==> src/rtl/sdram_arbmod.sv <==
// Two-client SDRAM arbiter: grants one client at a time onto a single downstream controller port.
// Latency: oCall rises 1 clock after a call is seen in IDLE; client oDone pulses 1 clock after iDone.
// Backpressure: clients hold iCall until their oDone; the downstream port holds oCall until iDone or watchdog.
// Ports: CLOCK/RESET (async active-low); iCallA/B, iAddrA/B, iDataA/B in, oDoneA/B, oDataA/B out per client;
//        oCall/oAddr/oData out, iDone/iData in towards the SDRAM controller; oErr sticky watchdog flag.
// Build option: define SDRAM_ARB_RR_EN for round-robin between clients, otherwise client A has fixed priority.
module sdram_arbmod #(
    parameter int          AW   = 22,
    parameter int          DW   = 16,
    parameter logic [15:0] TMAX = 16'd4095
) (
    input  logic          CLOCK,
    input  logic          RESET,
    input  logic [1:0]    iCallA,
    input  logic [1:0]    iCallB,
    output logic [1:0]    oDoneA,
    output logic [1:0]    oDoneB,
    input  logic [AW-1:0] iAddrA,
    input  logic [AW-1:0] iAddrB,
    input  logic [DW-1:0] iDataA,
    input  logic [DW-1:0] iDataB,
    output logic [DW-1:0] oDataA,
    output logic [DW-1:0] oDataB,
    output logic [1:0]    oCall,
    input  logic [1:0]    iDone,
    output logic [AW-1:0] oAddr,
    output logic [DW-1:0] oData,
    input  logic [DW-1:0] iData,
    output logic          oErr
);

    typedef enum logic [1:0] {IDLE, BUSY, DONE, GAP} state_t;

    state_t      state;
    logic        gnt_b;   // 1 when client B owns the current transaction
    logic [1:0]  op;      // granted operation, one-hot [1]Write [0]Read
    logic        armed;   // delays the first grant to the second edge after reset release
    logic [15:0] wdog;

    logic       req_a;
    logic       req_b;
    logic       pick_b;
    logic [1:0] win_call;
    logic [1:0] win_op;

    assign req_a = |iCallA;
    assign req_b = |iCallB;

`ifdef SDRAM_ARB_RR_EN
    logic last_b;   // client granted by the most recent completed transaction
    // On a tie the client that was not served last wins.
    assign pick_b = req_b & (~req_a | ~last_b);
`else
    assign pick_b = req_b & ~req_a;
`endif

    assign win_call = pick_b ? iCallB : iCallA;
    // Write beats read inside one client.
    assign win_op   = win_call[1] ? 2'b10 : 2'b01;

    always_ff @(posedge CLOCK or negedge RESET) begin
        if (!RESET) begin
            state  <= IDLE;
            gnt_b  <= 1'b0;
            op     <= 2'b00;
            armed  <= 1'b0;
            wdog   <= 16'd0;
            oCall  <= 2'b00;
            oAddr  <= '0;
            oData  <= '0;
            oDataA <= '0;
            oDataB <= '0;
            oDoneA <= 2'b00;
            oDoneB <= 2'b00;
            oErr   <= 1'b0;
`ifdef SDRAM_ARB_RR_EN
            last_b <= 1'b1;
`endif
        end else begin
            // Done strobes are single-cycle: cleared unless set below.
            oDoneA <= 2'b00;
            oDoneB <= 2'b00;
            armed  <= 1'b1;
            case (state)
                IDLE: begin
                    if (armed && (req_a || req_b)) begin
                        gnt_b <= pick_b;
                        op    <= win_op;
                        oCall <= win_op;
                        oAddr <= pick_b ? iAddrB : iAddrA;
                        oData <= pick_b ? iDataB : iDataA;
                        wdog  <= 16'd0;
                        state <= BUSY;
                    end
                end
                BUSY: begin
                    if ((iDone & op) != 2'b00) begin
                        oCall <= 2'b00;
                        if (op[0]) begin
                            if (gnt_b) oDataB <= iData;
                            else       oDataA <= iData;
                        end
                        if (gnt_b) oDoneB <= op;
                        else       oDoneA <= op;
                        state <= DONE;
                    end else if (wdog == TMAX - 16'd1) begin
                        // TMAX busy cycles elapsed without completion: abandon silently.
                        oErr  <= 1'b1;
                        oCall <= 2'b00;
                        state <= IDLE;
                    end else begin
                        wdog <= wdog + 16'd1;
                    end
                end
                DONE: begin
`ifdef SDRAM_ARB_RR_EN
                    last_b <= gnt_b;
`endif
                    state <= GAP;
                end
                default: begin
                    // GAP: lets the client withdraw its call before IDLE samples again.
                    state <= IDLE;
                end
            endcase
        end
    end

endmodule

==> config.mk <==
export PLATFORM = sky130hd
export DESIGN_NAME = sdram_arbmod
export DESIGN_NICKNAME = d
export VERILOG_FILES = /design/src/rtl/sdram_arbmod.sv
export SDC_FILE = /design/constraint.sdc
export NUM_CORES = 1
export LEC_CHECK = 0
export BUFFER_PORTS_ARGS = -buffer_cell sky130_fd_sc_hd__buf_2
export CORE_UTILIZATION = 45
export DETAILED_ROUTE_END_ITERATION = 6
export PLACE_DENSITY = 0.71
export SYNTH_ARGS = -nofsm -noshare
export SYNTH_HDL_FRONTEND = slang
export SYNTH_SLANG_ARGS = --single-unit
==> constraint.sdc <==
create_clock -name CLOCK -period 3.45 [get_ports CLOCK]
set_input_delay 0.69 -clock CLOCK [delete_from_list [all_inputs] [get_ports CLOCK]]
set_output_delay 0.69 -clock CLOCK [all_outputs]
set_load 0.02 [all_outputs]
* Yosys cells after proc, flatten, opt, wreduce, memory -nomap -nowiden
Index checks and enable logic that the tools add are counted.
Storage, ports and cells: register bits after elaboration 99, word-level logic and storage cells 61, output and inout bits 77, input port bits 100
Operators by class: $add $sub $neg 1, bitwise gates (word level) 5, reduce and logical (&&, ||, !) cells 14, multiplexer cells 21, equal/unequal tests 7
Operators by type and width (count):
- 16-bit two-way mux | 4
- 16-bit case mux with 2 select lines | 1
- 2-bit two-way mux | 13
- 22-bit two-way mux | 1
- 16-bit by 1-bit adder with 16-bit output, second input constant | 1
- 16-bit by 12-bit == test with 1-bit output, second input constant | 1
- 4-bit AND reduction | 3
- 2-bit inequality test, second input constant | 3
- 2-bit case mux with 3 select lines | 1
- 3-bit AND reduction | 2
- 2-bit case mux with 2 select lines | 1
- 2-bit AND reduction | 2
- 2-bit nonzero test | 2
- 2-bit OR reduction | 2
- 3-bit inequality test, second input constant | 1
- 1-bit NOT | 3
- 2-bit AND | 1
- 2-bit by 1-bit == test with 1-bit output, second input constant | 1
- 2-bit == test, second input constant | 1
- 2-bit zero test | 1
- 1-bit AND | 1
- 1-bit logical AND | 1
- 1-bit logical OR | 1

* Longest topological paths before layout
word-level depth 7, mapped depth 8, depth with buffers taken out 6

* Worst setup path before layout
Ideal clock, no wire load.
path kind input to register, from input iDone[1], to register oDataA[0], cell stages on the path 5, path buffers 1, data arrival time 1857 ps, setup time 125 ps, setup slack 1469 ps, cells stage by stage a22o_2 > nand2_2 > nor3b_4 > buf_6 > mux2_2
Between the ends: cells in the longest elaborated chain, start to end 3
RTL lines:
- start, declared | RTL line 25 | input logic [1:0] iDone,
- 2-bit AND | RTL line 97 | if ((iDone & op) != 2'b00) begin
- 2-bit nonzero test | RTL line 97
- 4-bit AND reduction (no line)
- end signal, assigned | RTL line 101 | else oDataA <= iData;
- end, declared | RTL line 22 | output logic [DW-1:0] oDataA,
Every way passes these cells. A chain may end at the register's enable or synchronous reset.

* Worst setup path in the final report
from input iCallB[0], to register wdog[6]
Between the ends: cells in the longest elaborated chain, start to end 5
RTL lines:
- start, declared | RTL line 15 | input logic [1:0] iCallB,
- 2-bit OR reduction | RTL line 47 | assign req_b = |iCallB;
- 1-bit logical OR | RTL line 86 | if (armed && (req_a || req_b)) begin
- 1-bit logical AND | RTL line 86
- 2-bit inequality test (no line)
- 4-bit AND reduction (no line)
- end signal, assigned | RTL line 112 | wdog <= wdog + 16'd1;
- end, declared | RTL line 38 | logic [15:0] wdog;
Every way passes these cells.

==> metrics.txt <==
status=finished clean; Pint=2536 uW; DR iter-0 viols=129; Vias/cell=a little over 5; final total power=4338 uW; H-tree depth=3; Max-Cap Viols=0; DP Area=5464 sq um; final instance area=5660 sq um; initial core utilization=47.35%; first-pass GRT wire length=16550 um; DP HPWL=7886 um; share of post-route cells with drive strength above 1=a little over two fifths; maximum number of pins on one net before global-route repair=85; power share of the combinational group=40.3%; post-synth top area cell=dfrtp_1; mean area per synthesized cell=around 12 sq um; setup_tns=0 ps; Tightest Pin Transition=1044 ps; Antenna Cells=0; Die Wd=101.5 um; max-slew violation count=0; area of the mapped netlist=4458 sq um; total global-route track usage=21.20%; final setup fails=0; GRT busiest layer=met2; YS warnings=0; Final Hold Viols=0; row cnt=35; FF+latch count, synth=99; slew margin rel.=30.40%; area added between synthesis and finish=26.97%; Synth top area share=55.57%; register share of total power=43.0%; clk sinks=99; Net Sw Frac=41.54%; grt ovf=0; Synth area leaders=dfrtp_1 (56%), mux2i_1 (9.7%), mux2_2 (7.8%), o21ai_0 (4.7%), nand2_1 (4.4%); CTS Buffer Depth=2; Worst EP arrival=2470 ps; HP Class=flop to flop; number of global-route vias before repair=3352; Synth cell types=50; port buffer count=around 180; Synth Instances=386; flop-to-flop setup slack=1270 ps; Post-Route WL=~10000 um; GRT met3 Usage=under 10%; hold_ws=484.6 ps; initial antenna violation count=0; drt drc=0; Setup CP Type=input pin to flop; Nets=660; Global Route met2 Usage=34.04%; sequential area share after synthesis=a little under three fifths; Max FO, Critical Path=43; vias=3552; VDD IR-drop max=0.0003237 V; DR pass1 iterations=5; Layout Skew=11.83 ps; ys async rst share=between 90% and 100%; CTS tree=yes; cts repair resizes=0; PD cells=766.4 nW/um^2; RePlAce Congestion=0.8109; CORE AREA=9415 sq um; minimum clock period=around 2200 ps; GR Util met1=a little under 30%; Post-CTS Setup Inserts=0; cts hold-fix bufs=0; DIE HEIGHT=around 100 um; antenna viol nets, final=0; routed length per instance=roughly 15 um; clock share of power=16.7%; Die Area=around 10000 sq um; CP required=3720 ps; CP Capture Type=flop; clock latency on the worst-skew pair=360 ps; CTS clk-pin slew, worst paths=100 ps; P_leak=around 0.0031 uW; syn nets=488; RSZ-0062 raised after global routing=no; Tcrit/Tclk final=63.57%; CTS Buf Count=9; io pins=177; startpoint types=input pin; clk root buf=clkbuf_8; Switch Pwr=1802 uW; Top FF cell, synth=dfrtp_1; EDFF count, synth=0; Max Fclk=456.0 MHz
-- cells by family after synthesis --
| family | share of synthesized area [%] |
|---|---|
| muxes | 17.74 |
| adders and majority gates | 0.5612 |
| and+or+nand+nor | 12.55 |
| DFF | 55.57 |
| buffers and inverters | 2.835 |
| other | 0.08412 |
| AOI/OAI and AO/OA | 10.67 |
-- registers in the layout (all words and copies together), names as in the netlist, 2 cells and up --
name    cells
oAddr      22
oDoneA      2
oDoneB      2
oCall       2
oData      16
wdog       16
state       2
oDataB     16
op          2
oDataA     16
-- worst max-delay path, stage by stage --
cell and delay [ps]:
buf_2 120, or4_1 620, nand2_2 110, buf_4 330, a31oi_1 330, a22oi_1 260
-- synth_stat cells, types with 4 or more instances --
| master | count |
|---|---|
| nand2b_1 | 4 |
| nor2_1 | 4 |
| nand3_1 | 9 |
| nand2_1 | 52 |
| a21oi_1 | 9 |
| buf_2 | 11 |
| mux2_2 | 31 |
| clkbuf_1 | 8 |
| mux2i_1 | 43 |
| nand4_1 | 5 |
| dfrtp_1 | 99 |
| inv_1 | 5 |
| or4_1 | 4 |
| nor3_1 | 5 |
| o21ai_0 | 42 |
| o21a_1 | 4 |
-- per-stage QoR --
stage          util [%]  worst slack, ps  std cells
5_1_grt           60.12             1115        692
6_report          60.12             1257        692
3_3_place_gp      58.03            925.1        676
4_1_cts           60.12             1259        692
3_5_place_dp      58.03            847.5        676
2_1_floorplan         -             1469        386
-- layout make-up --
| cell class | count | area [sq um] |
|---|---|---|
| Clock inverter | 6 | 58.81 |
| Multi-Input combinational cell | 261 | 1866 |
| Fill cell | 820 | 3755 |
| Timing Repair Buffer | 182 | 940.9 |
| Clock buffer | 10 | 137.6 |
| Sequential cell | 99 | 2477 |
| Inverter | 5 | 18.77 |
| Tap cell | 129 | 161.4 |
-- power groups by stage --
stage                     registers (uW)  logic, uW  clock network (uW)
final                               1870       1750                 726
after global routing                1920       1910                 796
after CTS                           1870       1770                 742
after detailed placement            1880       1770                   0
after global placement              1870       1730                   0
after floorplan                     2320        653                   0
-- worst paths after layout --
kind,startpoint,to,cells past startpoint
max,iCallB[0],wdog[6],6
max reg2reg,op[0],oDataA[7],4
min,oData[7],oData[7],2
min reg2reg,oData[7],oData[7],2
max in group asynchronous,RESET,oDataB[4],2
min in group asynchronous,RESET,wdog[7],1
-- per-layer routing --
metal  vias to the layer above  routed length [um]
met3                        17                 472
li1                       1732                   -
met1                      1654                4625
met5                         -                   0
met2                       149                5153
met4                         0                 243
-- layout by cell type, fill, tap and decap left out, types with 3 or more instances in the layout --
master	Yosys	layout
nor2_1	4	4
inv_1	5	5
o21a_1	4	4
a2bb2oi_1	3	3
nand2b_1	4	4
clkbuf_8	0	10
buf_4	0	6
mux2_2	31	31
and3_1	3	3
o31ai_1	3	3
o21ai_0	42	42
nand2_1	52	52
nand3_1	9	9
or4_1	4	4
dfrtp_1	99	99
buf_2	11	175
mux2i_1	43	43
nand4_1	5	5
a31oi_1	3	3
a21oi_1	9	9
nor3_1	5	5
Power figures use the tool's default switching activity.
